<file path="src/rtl/fact_engine.sv">
// Iterative factorial engine: a single Moore FSM drives a shift-add multiplier, one multiplier bit per cycle.
// Optional dynamic overflow abort is compiled in when FACT_OVF_CHECK_EN is defined.
module fact_engine #(
  parameter int IN_W  = 4,
  parameter int OUT_W = 32,
  parameter int MAX_N = 12
) (
  input  logic             clk,
  input  logic             rst_n,
  input  logic             go,
  input  logic [IN_W-1:0]  n,
  output logic             busy,
  output logic             done,
  output logic             error,
  output logic [OUT_W-1:0] result
);

  localparam int IDX_W = (IN_W > 1) ? $clog2(IN_W) : 1;
  localparam int P_W   = OUT_W + IN_W;
  localparam logic [31:0] MAX_U = MAX_N;

  typedef enum logic [1:0] {IDLE, MULT, FIN} state_t;

  state_t           state;
  logic [OUT_W-1:0] acc;
  logic [IN_W-1:0]  cnt;
  logic [IDX_W-1:0] idx;
  logic [P_W-1:0]   prod;

  logic [P_W-1:0]   addend;
  logic [P_W-1:0]   prod_next;
  logic [IN_W-1:0]  cnt_dec;
  logic             step_end;
  logic             range_err;
  logic             n_small;

`ifdef FACT_OVF_CHECK_EN
  // Any bit above the result width means the running product no longer fits.
  function automatic logic ovf(input logic [P_W-1:0] p);
    return |p[P_W-1:OUT_W];
  endfunction
`endif

  always_comb begin
    addend    = cnt[idx] ? ({{IN_W{1'b0}}, acc} << idx) : '0;
    prod_next = prod + addend;
    cnt_dec   = cnt - IN_W'(1);
    step_end  = (idx == IDX_W'(IN_W - 1));
    range_err = (32'(n) > MAX_U);
    n_small   = (n <= IN_W'(1));
  end

  assign busy = (state == MULT);
  assign done = (state == FIN);

  always_ff @(posedge clk or negedge rst_n) begin
    if (!rst_n) begin
      state  <= IDLE;
      acc    <= '0;
      cnt    <= '0;
      idx    <= '0;
      prod   <= '0;
      error  <= 1'b0;
      result <= '0;
    end else begin
      case (state)
        IDLE: begin
          if (go) begin
            acc  <= OUT_W'(1);
            cnt  <= n;
            idx  <= '0;
            prod <= '0;
            if (range_err) begin
              error  <= 1'b1;
              result <= '0;
              state  <= FIN;
            end else if (n_small) begin
              error  <= 1'b0;
              result <= OUT_W'(1);
              state  <= FIN;
            end else begin
              error  <= 1'b0;
              result <= '0;
              state  <= MULT;
            end
          end
        end
        MULT: begin
          if (!step_end) begin
            prod <= prod_next;
            idx  <= idx + 1'b1;
          end else begin
            // End of one multiply step: fold the product back into acc.
            acc  <= prod_next[OUT_W-1:0];
            cnt  <= cnt_dec;
            prod <= '0;
            idx  <= '0;
`ifdef FACT_OVF_CHECK_EN
            if (ovf(prod_next)) begin
              error  <= 1'b1;
              result <= '0;
              state  <= FIN;
            end else
`endif
            if (cnt_dec == IN_W'(1)) begin
              result <= prod_next[OUT_W-1:0];
              state  <= FIN;
            end
          end
        end
        FIN:     state <= IDLE;
        default: state <= IDLE;
      endcase
    end
  end

endmodule

</file>
<file path="config.mk">
export PLATFORM = sky130hd
export DESIGN_NAME = fact_engine
export DESIGN_NICKNAME = d
export VERILOG_FILES = /design/src/rtl/fact_engine.sv
export SDC_FILE = /design/constraint.sdc
export NUM_CORES = 1
export LEC_CHECK = 0
export ABC_AREA = 1
export CORE_MARGIN = 2
export CORE_UTILIZATION = 35
export CTS_CLUSTER_SIZE = 20
export DETAILED_ROUTE_END_ITERATION = 10
export GPL_ROUTABILITY_DRIVEN = 0
export PLACE_DENSITY = 0.54
export REMOVE_ABC_BUFFERS = 1
export SYNTH_ARGS = -nofsm -noshare
export SYNTH_HDL_FRONTEND = slang
export SYNTH_SLANG_ARGS = --single-unit
</file>
<file path="constraint.sdc">
create_clock -name clk -period 3.1 [get_ports clk]
set_input_delay 0.775 -clock clk [delete_from_list [all_inputs] [get_ports clk]]
set_output_delay 0.775 -clock clk [all_outputs]
set_load 0.01 [all_outputs]
</file>
### After elaboration in Yosys (flattened, before gate mapping)

Index checks and enable logic that the tools add are counted.

| operators by class | value |
|---|---|
| order comparisons | 3 |
| bitwise gates (word level) | 0 |
| divide/modulo/power cells | 0 |
| shift operators | 1 |
| multiply operators | 0 |
| add/sub/neg operators | 3 |
| eq/ne operators | 7 |
| muxes and demuxes | 28 |
| reduce and logical (&&, ||, !) cells | 7 |

Operators with widths:

| kind | number |
|---|---|
| $mux 32 | 5 |
| $pmux 32 s2 | 2 |
| $mux 36 | 3 |
| $pmux 36 s2 | 1 |
| $add 36x36->36 | 1 |
| $shl 32x2->36 | 1 |
| $mux 2 | 7 |
| $mux 4 | 2 |
| $pmux 2 s2 | 2 |
| $pmux 4 s2 | 1 |
| $reduce_and 3->1 | 2 |
| $eq 2x2->1 const B | 2 |
| $eq 4x1->1 const B | 1 |
| $gt 4x4->1 const B | 1 |
| $le 4x1->1 const B | 1 |
| $mux 1 | 4 |
| $ne 2x1->1 const B | 2 |
| $reduce_and 2->1 | 2 |
| $reduce_and 4->1 | 1 |
| $sub 4x1->4 const B | 1 |
| $lt 2x3->1 const B | 1 |
| $add 2x1->2 const B | 1 |
| $bmux 1 s2 | 1 |
| $eq 2x1->1 const B | 1 |
| other kinds (3) | 3 |

| storage, ports and cells | value |
|---|---|
| output and inout port bits | 35 |
| bits in registers | 109 |
| memories kept | 0 |
| RAM bits | 0 |
| latch bits | 0 |
| ROM bits | 0 |

### Logic depth before layout (Yosys ltp)

| depth | value |
|---|---|
| word-level depth | 7 |
| depth in mapped cells | 23 |
| depth with buffers taken out | 19 |

### Worst setup path before layout

OpenSTA, ideal clock, no wires.

| path | value |
|---|---|
| path kind | register to register |
| from | register idx[0] |
| to | register acc[29] |
| clock period less this slack | 2.767 ns |
| slack | 0.333 ns |
| arrival time | 2.649 ns |
| path buffers | 4 |
| cell stages (with the launch flop) | 23 |
| cells stage by stage | dfrtp_1 > buf_2 > inv_1 > nand2_1 > nand3_1 > nand2_1 > clkbuf_1 > clkbuf_1 > nand2_1 > inv_1 > ha_1 > clkbuf_1 > or2_2 > nand3_1 > nand2_1 > nand2_1 > nand2_1 > nand2_1 > nand2_1 > nand2_1 > nand2_1 > nand3_1 > nand2_1 |

| on the way | value |
|---|---|
| word-level cells in the longest chain between the ends | 6 |

Ends and longest elaborated chain:

| element | RTL line | RTL |
|---|---|---|
| start, declared | 27 | `logic [IDX_W-1:0] idx;` |
| start signal, assigned | 91 | `idx <= idx + 1'b1;` |
| $bmux 1 s2 | 45 | `addend = cnt[idx] ? ({{IN_W{1'b0}}, acc} << idx) : '0;` |
| $mux 1 (implied by the code) | 45 |  |
| $mux 36 | 45 |  |
| $add 36x36->36 | 46 | `prod_next = prod + addend;` |
| $mux 32 | 89 | `if (!step_end) begin` |
| $pmux 32 s2 | 66 | `case (state)` |
| end signal, assigned | 94 | `acc <= prod_next[OUT_W-1:0];` |
| end, declared | 25 | `logic [OUT_W-1:0] acc;` |

Several ways; a longest one is shown, not always the timed one. The select of a mux whose other input is x is not followed.
A chain may end at the register's enable or synchronous reset.

### Worst setup path after layout

| path | value |
|---|---|
| from | register idx[0] |
| to | register prod[12] |

| on the way | value |
|---|---|
| word-level cells in the longest chain between the ends | 6 |

Ends and longest elaborated chain:

| element | RTL line | RTL |
|---|---|---|
| $bmux 1 s2 | 45 |  |
| $mux 1 (implied by the code) | 45 |  |
| $mux 36 | 45 |  |
| $add 36x36->36 | 46 |  |
| $mux 36 (*) | 89 |  |
| $pmux 36 s2 (*) | 66 |  |
| end signal, assigned | 90 | `prod <= prod_next;` |
| end, declared | 28 | `logic [P_W-1:0] prod;` |

Every way passes the cells marked *; elsewhere a longest branch is shown, timed or not. The select of a mux whose other input is x is not followed.

==> flow_summary.rst <==
.. list-table::
   :header-rows: 1

   * - Metric
     - Value
   * - Status
     - finished clean
   * - Area taken by multi-input logic gates
     - 4060 sq um
   * - CTS Root Buffer Type
     - clkbuf_16
   * - Register clock-pin slew on the reported worst setup and hold paths
     - 0.08 ns
   * - Row count
     - 53
   * - Number of instances in the synthesized netlist
     - 1,168
   * - Most crowded layer after global routing
     - met1
   * - Tot Pwr
     - 8.307 mW
   * - Number of primary I/O pins
     - 42
   * - Clk sink count
     - 105
   * - Floorplan die height
     - 150.2 um
   * - Tightest Pin Transition
     - 0.5742 ns
   * - GR Util met1
     - 30.39%
   * - H-Tree Depth
     - 3
   * - Leftover overflow at the end of global routing
     - 0
   * - Hold Violations, Final
     - 0
   * - Global-route wire length before repair
     - 34,960 um
   * - Largest cells by area after synthesis
     - dfrtp_1, nand2_1, inv_1, ha_1, o21ai_0
   * - Finished Cell Area
     - 8688 sq um
   * - Sequential cell area
     - 2629 sq um
   * - Number of gates on the worst path with buffers counted
     - 13
   * - Library cells used by synthesis
     - 35
   * - Worst path most repeated cell
     - inv_1
   * - DR WL/cell
     - 14.25 um
   * - Average instance area after synthesis
     - 6.401 sq um
   * - Worst path arrival time
     - 3.15 ns
   * - DR vias
     - 7,035
   * - Clock tree skew after final layout
     - 0.01158 ns
   * - Detailed placer's ending HPWL
     - 15,950 um
   * - Count of hold-fix buffers inserted at cts
     - 0
   * - Path depth of the worst reg2reg path
     - 13
   * - Max Fclk
     - 350.0 MHz
   * - Final worst path period need
     - 2.857 ns
   * - Total wire length after detailed routing
     - 21,150 um
   * - First-pass DRT Iterations
     - 7
   * - Maximum fanout encountered on the critical timing path
     - 19
   * - Max-slew violations
     - 0
   * - Proportion of layout cells with a drive suffix above 1
     - 5.294%
   * - Share of the cycle needed by the critical path after routing
     - 92.17%
   * - P_leak
     - 4.956 nW
   * - Count leader, synth
     - nand2_1
   * - Largest delay share family, worst path
     - compound AO/OA/AOI/OAI gates
   * - Area post-placement
     - 8293 sq um
   * - Number of DRC violations after detailed routing
     - 0
   * - Aggregate global-route resource usage
     - 19.78%
   * - Type of element capturing the critical path
     - flop
   * - Horiz. Die Dim
     - 150.2 um
   * - Post-route setup slack
     - 0.2427 ns
   * - Worst-case vdd ir drop
     - 435.2 uV
   * - Slowest cell on the critical path
     - dfrtp_2
   * - Final number of setup-violating endpoints
     - 0
   * - Worst path cell trace
     - buf_6, mux2i_1, nor2_1, o21ai_0, inv_1, ha_1, nand2_1, inv_1, a21oi_1, nand3_1, buf_4, xor2_1, a22o_1
   * - Count of buffers inserted at the top-level ports
     - 41
   * - Flops & latches, synth
     - 105
   * - Most frequent cells after synthesis
     - nand2_1, inv_1, nor2_1
   * - Core area
     - 21,020 sq um
   * - Post-route insts no fill
     - 1,484
   * - Placed cell count
     - 1,468
   * - Initial antenna violation count
     - 0
   * - Filler cell count
     - 2,228
   * - Worst hold path type
     - in -> async
   * - CTS tree
     - done
   * - Effective utilization at floorplan
     - 35.56%
   * - Share of the core filled with cells
     - 41.33%
   * - Buffers plus inverters on the worst setup path
     - 4
   * - Sequential share of the synthesized area
     - 35.15%
   * - Number of nets at the end of the flow
     - 1,246
   * - Areal power density over the cells
     - 956.1 nW/um^2
   * - Area share of the largest cell type after synthesis
     - 35.15%
   * - Crit path launch type
     - flop
   * - FFs w/ async S/R, synth
     - 100.0%
   * - Via count of the first global-routing pass
     - 6,654
   * - Met3 Resource Use GR
     - 2.091%
   * - Critical path required time
     - 3.40 ns
   * - Cell accounting for the most synthesized area
     - dfrtp_1
   * - Diodes inserted
     - 0
   * - Area Growth Syn to Fin
     - 16.22%
   * - Routing usage on met2
     - 29.34%
   * - Cts bufs inserted
     - 9
   * - Primary flip-flop cell chosen by synthesis mapping
     - dfrtp_1
   * - Post-synth EDFFs
     - 0
   * - Routed vias/inst
     - 4.741
   * - Max-Cap Viols
     - 0
   * - Max-slew headroom
     - 61.72%
   * - Sum Neg Setup Slack
     - 0 ns
   * - Clock insertion delay at the later pin of the skew report
     - 0.36 ns
   * - Clock Tree Buf Depth
     - 2
   * - Largest net degree at the start of global routing
     - 66
   * - Setup fix buffers added after clock tree synthesis
     - 0
   * - Delay of the slowest cell on the worst path
     - 0.43 ns
   * - YS warnings
     - 0
   * - Post-synthesis cell area
     - 7476 sq um
   * - Worst Path Class, Setup
     - reg -> reg
   * - CTS-repair resized insts
     - 0
   * - Hold Slack
     - 0.4046 ns
   * - Post-DRT Antenna Nets
     - 0
   * - Worst setup slack after placement
     - 0.06284 ns
   * - Detailed router's first-iteration violation count
     - 413
   * - Die footprint
     - 22,550 sq um
-- sequential cells by signal, summed over array words and instances (netlist names) --
register  count
prod         32
acc          32
result       32
idx           2
cnt           4
error         1
state         2
-- worst paths after layout --
check / startpoint / endpoint / slack [ns]
max reg2reg: idx[0] / prod[12] / 0.24
min reg2reg: result[3] / result[3] / 0.47
max in group asynchronous: rst_n / acc[28] / 1.94
max: idx[0] / prod[12] / 0.24
min: rst_n / cnt[0] / 0.40
min in group clk: result[3] / result[3] / 0.47
-- where the power goes --
part / internal, mW / switching, mW / total (mW)
Sequential: 1.88 / 0.339 / 2.22
Combinational: 1.69 / 3.10 / 4.79
Clock: 0.739 / 0.563 / 1.30
-- routing by layer --
metal	up-vias	routed length, um
li1	3662	-
met1	3211	11190
met2	145	8810
met3	17	859
met4	0	289
met5	-	0
-- cells by family (layout without fill, tap and decap cells) --
group | Yosys count | count (layout) | share of synthesized area [%]
xor+xnor | 17 | 17 | 1.992
flops | 105 | 105 | 35.15
fa+ha+maj | 35 | 35 | 5.958
simple gates | 655 | 655 | 34.88
mux | 15 | 15 | 2.008
compound gates | 123 | 123 | 8.670
buf+inv | 218 | 259 | 11.35
-- placed cells by master (no fill, tap or decap), types with 5 or more instances in the layout --
master	netlist	final
xnor2_1	8	8
nand3_1	69	68
nor2_1	110	106
nand4_1	6	6
o21ai_0	83	72
inv_1	176	175
clkdlybuf4s50_1	0	40
buf_12	0	5
dfrtp_1	105	104
mux2i_1	15	15
buf_4	1	19
a21oi_1	20	19
o21ai_1	8	18
clkbuf_16	0	9
nand2_1	454	451
xor2_1	9	6
ha_1	34	33
-- final cells by class --
cell class              count  area share (%)
clock buffers              11           2.794
clock inverters             5           1.008
inverters                 178           7.719
multi-input cells         845           46.73
flip-flops and latches    105           30.26
well taps                 275           3.960
repair buffers             65           7.532
(Power assumes the default switching activity.)
